[config.mk]
export PLATFORM = sky130hd
export DESIGN_NAME = counter_nbit
export DESIGN_NICKNAME = d
export VERILOG_FILES = /design/src/rtl/counter_nbit.sv
export SDC_FILE = /design/constraint.sdc
export NUM_CORES = 1
export LEC_CHECK = 0
export BUFFER_PORTS_ARGS = -buffer_cell sky130_fd_sc_hd__buf_4
export CAP_MARGIN = 30
export CORE_UTILIZATION = 25
export DETAILED_ROUTE_END_ITERATION = 8
export PLACE_DENSITY_LB_ADDON = 0.2
export SYNTH_ARGS = -nofsm -noshare
export SYNTH_HDL_FRONTEND = slang
export SYNTH_SLANG_ARGS = --single-unit
[constraint.sdc]
create_clock -name clk -period 2.2 [get_ports clk]
set_clock_uncertainty 0.05 [all_clocks]
set_input_delay 0.22 -clock clk [delete_from_list [all_inputs] [get_ports clk]]
set_output_delay 0.22 -clock clk [all_outputs]
set_load 0.005 [all_outputs]
[src/rtl/counter_nbit.sv]
// Up/down modulo counter with a clock-enable prescaler, synchronous clamped load and tc/step pulses.
// Optional build macro COUNTER_SATURATE_EN makes the counter clamp at the ends instead of wrapping.
module counter_nbit #(
    parameter int unsigned     WIDTH    = 8,
    parameter int unsigned     PRESCALE = 4194304,
    parameter longint unsigned MODULUS  = 256
) (
    input  logic             clk,
    input  logic             rst_on,
    input  logic             en,
    input  logic             up,
    input  logic             load,
    input  logic [WIDTH-1:0] load_val,
    output logic [WIDTH-1:0] count,
    output logic             tc,
    output logic             step
);

    localparam int unsigned    PW    = (PRESCALE > 1) ? $clog2(PRESCALE) : 1;
    localparam logic [PW-1:0]  P_MAX = PW'(PRESCALE - 1);
    localparam logic [WIDTH-1:0] C_MAX = WIDTH'(MODULUS - 1);

    logic [PW-1:0]    pcnt_r;
    logic [PW-1:0]    pcnt_nxt_s;
    logic [WIDTH-1:0] count_r;
    logic [WIDTH-1:0] count_nxt_s;
    logic             tc_r;
    logic             tc_nxt_s;
    logic             step_r;
    logic             step_nxt_s;
    logic             step_edge_s;
    logic             at_end_s;

    assign step_edge_s = en && (pcnt_r == P_MAX);
    assign at_end_s    = up ? (count_r == C_MAX) : (count_r == {WIDTH{1'b0}});

    // Next-state: load beats stepping; an end-of-range step either wraps or clamps.
    always_comb begin
        pcnt_nxt_s  = pcnt_r;
        count_nxt_s = count_r;
        tc_nxt_s    = 1'b0;
        step_nxt_s  = 1'b0;
        if (load) begin
            pcnt_nxt_s  = {PW{1'b0}};
            if (64'(load_val) >= MODULUS) begin
                count_nxt_s = C_MAX;
            end else begin
                count_nxt_s = load_val;
            end
        end else if (step_edge_s) begin
            pcnt_nxt_s = {PW{1'b0}};
            step_nxt_s = 1'b1;
            if (at_end_s) begin
                tc_nxt_s = 1'b1;
`ifdef COUNTER_SATURATE_EN
                count_nxt_s = count_r;
`else
                count_nxt_s = up ? {WIDTH{1'b0}} : C_MAX;
`endif
            end else if (up) begin
                count_nxt_s = count_r + WIDTH'(1);
            end else begin
                count_nxt_s = count_r - WIDTH'(1);
            end
        end else if (en) begin
            pcnt_nxt_s = pcnt_r + PW'(1);
        end else begin
            pcnt_nxt_s = pcnt_r;
        end
    end

    // State and output registers.
    always_ff @(posedge clk or posedge rst_on) begin
        if (rst_on) begin
            pcnt_r  <= {PW{1'b0}};
            count_r <= {WIDTH{1'b0}};
            tc_r    <= 1'b0;
            step_r  <= 1'b0;
        end else begin
            pcnt_r  <= pcnt_nxt_s;
            count_r <= count_nxt_s;
            tc_r    <= tc_nxt_s;
            step_r  <= step_nxt_s;
        end
    end

    assign count = count_r;
    assign tc    = tc_r;
    assign step  = step_r;

endmodule

# After elaboration in Yosys (flattened, before gate mapping)
# Cells that the tools add are included.
dict set report word_totals {
  word_cells 27
  out_inout_bits 10
  regBits 32
  in_bits 13
}
dict set report op_classes {
  reduce_logical 4
  addsub 3
  n_eq_ne 2
  n_mux 14
}
# op n
set ops {}
lappend ops {{$mux 22} 3}
lappend ops {{$mux 8} 5}
lappend ops {{$add 22x1->22 const B} 1}
lappend ops {{$eq 22x22->1 const B} 1}
lappend ops {{$add 8x1->8 const B} 1}
lappend ops {{$eq 8x8->1 const B} 1}
lappend ops {{$logic_not 8->1} 1}
lappend ops {{$sub 8x1->8 const B} 1}
lappend ops {{$mux 1} 6}
lappend ops {{$reduce_bool 3->1} 1}
lappend ops {{$reduce_bool 2->1} 1}
lappend ops {{$logic_and 1x1->1} 1}

# Logic depth before layout (Yosys ltp)
# Gate-level depths: netlist of the first run.
dict set report logic_depth {
  word_depth 5
  mapped_depth 8
  depth_no_buf 7
}

# Least setup slack after synthesis of the first run
# No wires, ideal clock.
dict set report synth_timing {
  path_kind {flip-flop to flip-flop}
  startpoint {register count_r[0], in the netlist count[0]}
  endpoint {register count_r[6], in the netlist count[6]}
  path_stages_with_launch 7
  setup_time_ns 0.132
  synth_period_minus_slack_ns 1.861
  path_buffers 0
  path_slack_ns 0.339
  required_time_ns 2.018
  arrival_ns 1.679
  path_cell_list {dfrtp_1 fa_1 a211oi_1 o21ai_0 a21oi_1 mux2i_1 a21oi_1}
}
dict set report synth_between {
  elab_chain_len 5
  word_cells_on_any_way 9
  classes_between {add/sub: 2; eq/ne: 1; mux: 5; reduce/logical: 1}
}
# item line_no
set synth_lines {}
lappend synth_lines {{from (decl)} 25} ;# logic [WIDTH-1:0] count_r;
lappend synth_lines {{from (signal assigned)} 76} ;# count_r <= {WIDTH{1'b0}};
lappend synth_lines {{from (signal assigned)} 81} ;# count_r <= count_nxt_s;
lappend synth_lines {{$sub 8x1->8 (tied with other cells)} 63} ;# count_nxt_s = count_r - WIDTH'(1);
lappend synth_lines {{$mux 8 / $mux 1 (equally long branches)} {60, 35}}
lappend synth_lines {{$mux 8 *} 53} ;# if (at_end_s) begin
lappend synth_lines {{$mux 8 *} 50} ;# end else if (step_edge_s) begin
lappend synth_lines {{$mux 8 *} 43} ;# if (load) begin
# Mark *: on every way between the ends. The rest lies on a longest branch, timed or not. The select of a mux whose other input is x is not followed.
# A chain may end at the register's enable or synchronous reset.

# Final worst setup path of the first run
dict set report layout_timing {
  startpoint {register pcnt_r[8]}
  endpoint {register count_r[3], in the netlist count[3]}
}
dict set report layout_between {
  elab_chain_len 3
}
# item line_no
set layout_lines {}
lappend layout_lines {{from (decl)} 23} ;# logic [PW-1:0] pcnt_r;
lappend layout_lines {{from (signal assigned)} 75} ;# pcnt_r <= {PW{1'b0}};
lappend layout_lines {{from (signal assigned)} 80} ;# pcnt_r <= pcnt_nxt_s;
lappend layout_lines {{$eq 22x22->1} 34} ;# assign step_edge_s = en && (pcnt_r == P_MAX);
lappend layout_lines {{$logic_and 1x1->1} 34}
lappend layout_lines {{$reduce_bool 2->1 (no source line)} -}
# No other way between the ends.

==> results by group, run 1 <==
Worst setup path
  – Critical path class: reg -> reg
  – Critical path capture point type: register
  – CP max stage cell: dfrtp_1
  – Crit-path cells: nand4_2 > nor4_4 > and3_1 > nor3b_1 > a221oi_1
  – Startpoint Class: register
  – Worst Path Arrival: 2080 ps
  – Max incr delay on CP: 430 ps
  – Required time of the critical path: 2300 ps
  – Critical path peak fanout: 6

Placement
  – GP Congestion: 0.823
  – Dpl cells: 325
  – Post-DP HPWL: 2.99 mm
  – IO Port Bufs: 22

Logic synthesis
  – Seq/Total Area, Yosys: 0.411
  – Post-Synth Simple-Gate Area: 0.257
  – Largest area contributor in the netlist: dfrtp_1
  – Syn. warnings: 0
  – Synth Area per Inst: between 9 and 10 µm²
  – Synth async-reset ratio: 1.00
  – Post-Syn Area: between 1500 and 2000 µm²
  – Main flop type after synthesis: dfrtp_1
  – Adder-cell share of the synthesized area: 0.0552
  – Mapped Cells: slightly above 200
  – Top area cells in the synthesized netlist: dfrtp_1 (41%), xor2_1 (7.2%), nor2_1 (5.2%)
  – Largest family of logic cells by synthesized area: simple AND/OR/NAND/NOR gates
  – Synth Area in XOR/XNOR: 0.108
  – Synth Area in Compound Gates: 0.104
  – Synth unique cells: 42
  – Synthesized Nets: 226
  – Number of flops mapped to enable cells by yosys: 0
  – Top cell type's share of synthesized area: 0.411
  – Mux cell area share after synthesis: 0.0257
  – FF+latch count, synth: 32

Clock network
  – Clk_lat worst skew: around 290 ps
  – CTS tree: built
  – CTS buffer count: 5
  – CTS Buffer Depth: 2
  – Setup bufs post-CTS: 0
  – CTS sink cnt: 32
  – CTS root buffer: clkbuf_8
  – H-tree Lvls: 2
  – Clk slew on worst S/H paths: approximately 70 ps

Route
  – 1st-pass router iterations: 4
  – WL/cell: around 13 µm
  – Via density: 4.53
  – Vias post-DR: 1,514
  – Final WL: 4.30 mm
  – DR DRC count: 0
  – Routed Antenna Nets: 0
  – DR iter-0 viols: 86

Timing
  – Tmin final: around 2000 ps
  – Setup TNS: 0 ps
  – Headroom to the max-slew limit: 0.707
  – Least-Margin Pin Slew: ~440 ps
  – Pins Over Slew Limit: 0
  – Final setup viols: 0
  – Hold_ws: roughly 89 ps
  – Fin crit share: 0.900
  – Maximum clock frequency: 0.505 GHz
  – Unrepaired setup endpoints after global routing: false
  – Endpoints failing hold: 0

Finish
  – Fill count: 774
  – Leading cell type in the layout, fill and taps excluded: dfrtp_1
  – Final core utilization: 0.318
  – Layout cells sized above 1: 0.183
  – Synthesis-to-layout area growth: 20.9%
  – Net count, final: 255
  – Antenna diode count: 0
  – Layout Cells excl Fill: between 300 and 400
  – Most frequent cells in the layout: dfrtp_1 (32), buf_4 (28), nor2_1 (27)

Floorplanning
  – Io pins: 23
  – Die Wd: 90.3 µm
  – Initial Util: 0.263
  – Core Rows: 31
  – Area of the core: 7410 µm²
  – Die Ht: 90.3 µm
  – Die ar.: between 8000 and 9000 µm²

Status
  – Status: finished clean

Worst hold path
  – Hold Crit Class: in -> reg

Global route
  – Number of global-route vias before repair: roughly 1.4k
  – First-pass GRT wire length: 7.31 mm
  – Tot GR Track Use: 0.112
  – Initial antenna violation count: 0
  – Largest net degree at the start of global routing: 33
  – Global route overflow: 0

Job
  – Max-cap violations: 0

Power and ir drop
  – Pwr/cell area: 603 nW/µm²
  – LEAKAGE: roughly 0.0010 µW
  – Worst VDD drop: 0.000318 V
-- what timing repair did --
| item | CTS | global route |
|---|---|---|
| resized for setup | 0 | 1 |
| hold buffers | 1 | 0 |
| hold endpoints to repair | 14 | 0 |
| setup endpoints to repair | 0 | 1 |
-- cell usage after synthesis, drive strengths merged, types with 2 or more instances --
cell type and count:
ha 7, nand2b 7, and4 3, o21ai 9, o2111ai 2, inv 6, and3 3, nor4 5
nor3b 2, o31ai 5, nand4 6, dfrtp 32, nor3 4, buf 4, mux2i 5, a21o 2
nor2 27, nand2 16, nand3 13, a21oi 7, xor2 16, xnor2 8, clkbuf 3, a211oi 3
-- where the power goes --
part,switching [µW],internal [µW],leakage (µW),total (µW)
Combinational,114,104,0.000551,218
Clock,237,335,0.0000541,572
Sequential,26.1,604,0.000427,630
Total,376,1040,0.00103,1420
-- kinds of logic (layout without fill, tap and decap cells) --
group / Yosys count / in the layout
simple gates: 91 / 91
compound gates: 32 / 32
flops: 32 / 32
xor+xnor: 24 / 24
buf+inv: 13 / 43
fa+ha+maj: 8 / 8
mux: 5 / 5
-- layout make-up --
type                            count  area (µm²)  share of cell area
Inverter                            6        22.5             0.00956
Clock buffer                        5        68.8              0.0292
Multi-Input combinational cell    160        1080               0.457
Clock inverter                      3        42.5              0.0181
Timing Repair Buffer               29         220              0.0935
Sequential cell                    32         801               0.340
Tap cell                           99         124              0.0526
-- path summary, 6_finish.rpt --
check / start / to / slack (ps) / cells after the start
max: pcnt_r[8] / count[3] / 220 / 5
min: load_val[0] / count[0] / 90 / 3
max reg2reg: pcnt_r[8] / count[3] / 220 / 5
min reg2reg: pcnt_r[20] / pcnt_r[20] / 490 / 2
max in group asynchronous: rst_on / count[6] / 1250 / 4
min in group asynchronous: rst_on / count[1] / 540 / 4
-- worst max-delay path, delay by kind of cell (launching register included) --
| family | cells | cell delay (ps) |
|---|---|---|
| AOI/OAI and AO/OA | 1 | 140 |
| and+or+nand+nor | 4 | 1230 |
| DFF | 1 | 430 |
-- registers in the layout (all words and copies together) (netlist names) --
signal  flops
pcnt_r     22
count       8
step        1
tc          1
-- stage by stage --
stage	total power (µW)	area [µm²]	worst slack [ps]
2_1_floorplan	784	1950	339
3_3_place_gp	860	2230	181
3_5_place_dp	856	2230	134
4_1_cts	1440	2350	165
5_1_grt	1500	2350	33.3
6_report	1420	2350	220
-- layer usage --
metal  vias up  global-route usage  part of all wire
met5         -                   0                 0
met4         0              0.0444             0.017
met3         7              0.0253             0.032
met2        29               0.156              0.41
met1       702               0.166              0.54
li1        776                   -                 -
Note: power is estimated with default switching activity, not from simulation.
==> run 2, diff against run 1 <==
- CORE_ASPECT_RATIO: not set -> 1.25
==> results by group, run 2 (synthesis gave the netlist of run 1 again) <==
Timing
  – Setup TNS: 0 ps (unchanged)
  – Endpoints failing hold: 0 (unchanged)
  – Final setup viols: 0 (unchanged)
  – Hold_ws: 91.9 ps (was 88.8 ps)
  – Tmin final: 2070 ps (was 1980 ps)
  – Maximum clock frequency: 0.483 GHz (was 0.505 GHz)
  – Unrepaired setup endpoints after global routing: false (unchanged)
  – Pins Over Slew Limit: 0 (unchanged)
  – Fin crit share: 0.941 (was 0.900)
  – Headroom to the max-slew limit: 0.709 (was 0.707)
  – Least-Margin Pin Slew: 436 ps (was 437 ps)

Global route
  – Initial antenna violation count: 0 (unchanged)
  – Global route overflow: 0 (unchanged)
  – Tot GR Track Use: 0.123 (was 0.112)
  – First-pass GRT wire length: 7.60 mm (was 7.31 mm)
  – Largest net degree at the start of global routing: 33 (unchanged)
  – Number of global-route vias before repair: 1,583 (was 1,422)

Finish
  – Synthesis-to-layout area growth: 21.8% (was 20.9%)
  – Final core utilization: 0.319 (was 0.318)
  – Leading cell type in the layout, fill and taps excluded: dfrtp_1 (unchanged)
  – Max reg flops: 22 (unchanged)
  – Top reg by flops: pcnt_r (unchanged)
  – Antenna diode count: 0 (unchanged)
  – Net count, final: 258 (was 255)
  – Most frequent cells in the layout: dfrtp_1 (32), buf_4 (30), nor2_1 (27) (was dfrtp_1 (32), buf_4 (28), nor2_1 (27))
  – Layout cells sized above 1: 0.185 (was 0.183)
  – Fill count: 800 (was 774)
  – Layout Cells excl Fill: 330 (was 334)

Placement
  – GP Congestion: 0.868 (was 0.823)
  – Dpl cells: 321 (was 325)
  – IO Port Bufs: 22 (unchanged)
  – Post-DP HPWL: 3.25 mm (was 2.99 mm)

Worst setup path
  – Crit path capture: count[6] (was count[3])
  – Worst setup path startpoint: count[1] (was pcnt_r[8])
  – Worst r2r path cells: 6 (was 5)
  – Startpoint Class: register (unchanged)
  – CP max stage cell: dfrtp_1 (unchanged)
  – Reg2Reg Capture Point: count[6] (was count[3])
  – Most used cell, CP: a21oi_1
  – Crit-path cells: fa_1 > a211oi_1 > o21ai_0 > a21oi_1 > mux2i_1 > a21oi_1 (was nand4_2 > nor4_4 > and3_1 > nor3b_1 > a221oi_1)
  – Critical path peak fanout: 6 (unchanged)
  – R2r setup slk: 130 ps (was 220 ps)
  – Max incr delay on CP: 470 ps (was 430 ps)
  – Critical path's top delay family: compound AO/OA/AOI/OAI gates (was simple AND/OR/NAND/NOR gates)
  – RR Startpoint: count[1] (was pcnt_r[8])
  – Cell depth of the worst setup path: 6 (was 5)
  – CP Buf/Inv Count: 0 (unchanged)
  – Required time of the critical path: 2310 ps (was 2300 ps)
  – Critical path class: reg -> reg (unchanged)
  – Worst Path Arrival: 2180 ps (was 2080 ps)
  – Critical path capture point type: register (unchanged)

Power and ir drop
  – Worst VDD drop: 0.000231 V (was 0.000318 V)
  – Comb power frac: 0.162 (was 0.153)
  – Switching Fraction: 0.261 (was 0.265)
  – LEAKAGE: 0.00105 µW (was 0.00103 µW)
  – Int Power: 1050 µW (was 1040 µW)
  – Pwr/cell area: 599 nW/µm² (was 603 nW/µm²)
  – Psw: 371 µW (was 376 µW)
  – Clock group share of total power: 0.396 (was 0.403)
  – Seq pwr share: 0.442 (was 0.444)
  – Total Power: 1420 µW (about the same)

Floorplanning
  – Die ar.: 8150 µm² (about the same)
  – Die Ht: 101 µm (was 90.3 µm)
  – Core Rows: 35 (was 31)
  – Die Wd: 81.0 µm (was 90.3 µm)
  – Initial Util: 0.262 (was 0.263)
  – Area of the core: 7440 µm² (was 7410 µm²)
  – Io pins: 23 (unchanged)

Route
  – WL/cell: 13.5 µm (was 12.9 µm)
  – 1st-pass router iterations: 4 (unchanged)
  – Final WL: 4.44 mm (was 4.30 mm)
  – DR DRC count: 0 (unchanged)
  – DR iter-0 viols: 60 (was 86)
  – Vias post-DR: 1,569 (was 1,514)
  – Via density: 4.75 (was 4.53)
  – Routed Antenna Nets: 0 (unchanged)

Clock network
  – CTS root buffer: clkbuf_8 (unchanged)
  – CTS Buffer Depth: 2 (unchanged)
  – H-tree Lvls: 2 (unchanged)
  – CTS Hold Buffers Added: 1 (unchanged)
  – Clk_lat worst skew: 290 ps (about the same)
  – Resized cells post-CTS: 0 (unchanged)
  – CTS sink cnt: 32 (unchanged)
  – Setup bufs post-CTS: 0 (unchanged)
  – CTS buffer count: 5 (unchanged)
  – Clk slew on worst S/H paths: 70 ps (about the same)
  – CTS tree: built (unchanged)

Job
  – Max-cap violations: 0 (unchanged)

Worst hold path
  – Hold Crit Class: in -> reg (unchanged)

Status
  – Status: finished clean (unchanged)
-- run 2: per-stage QoR --
step,instance area [µm²],setup WS [ps]
floorplan,1950,339
global placement,2250,155
detailed placement,2250,104
CTS,2370,168
global route,2370,62.4
finish,2370,131
-- run 2: area by class of cell --
type / count / area, µm² / share of cell area
sequential: 32 / 801 / 0.338
clock inverter: 2 / 35.0 / 0.0148
multi-input combinational: 160 / 1070 / 0.451
clock buffer: 6 / 72.6 / 0.0306
inverter: 6 / 22.5 / 0.00949
timing repair buffer: 32 / 255 / 0.108
tap: 92 / 115 / 0.0485
-- run 2: power groups by stage --
stage,combinational [µW],sequential (µW),clock [µW]
CTS,233,628,579
floorplan,149,635,0
finish,231,628,563
global route,260,630,607
detailed placement,230,639,0
global placement,233,639,0
-- run 2: how the worst min path moves through the flow --
| stage | to | from | cells past startpoint |
|---|---|---|---|
| after detailed placement | count[5] | rst_on | 3 |
| after floorplan | count[0] | rst_on | 1 |
| final | count[1] | load_val[1] | 3 |
| after global routing | count[1] | load_val[1] | 3 |
| after CTS | count[1] | load_val[1] | 3 |
| after global placement | count[7] | rst_on | 3 |
-- run 2: tightest hold or removal path, cell delays in order --
cell and delay, ps:
buf_4 70, nand2_1 40, o21ai_1 60
-- run 2: layer usage --
metal	global-route usage	vias up	part of all wire	routed length, µm
li1	-	785	-	-
met1	0.154	744	0.45	2010
met2	0.206	33	0.49	2200
met3	0.0271	7	0.038	170
met4	0.0412	0	0.015	65
met5	0	-	0	0
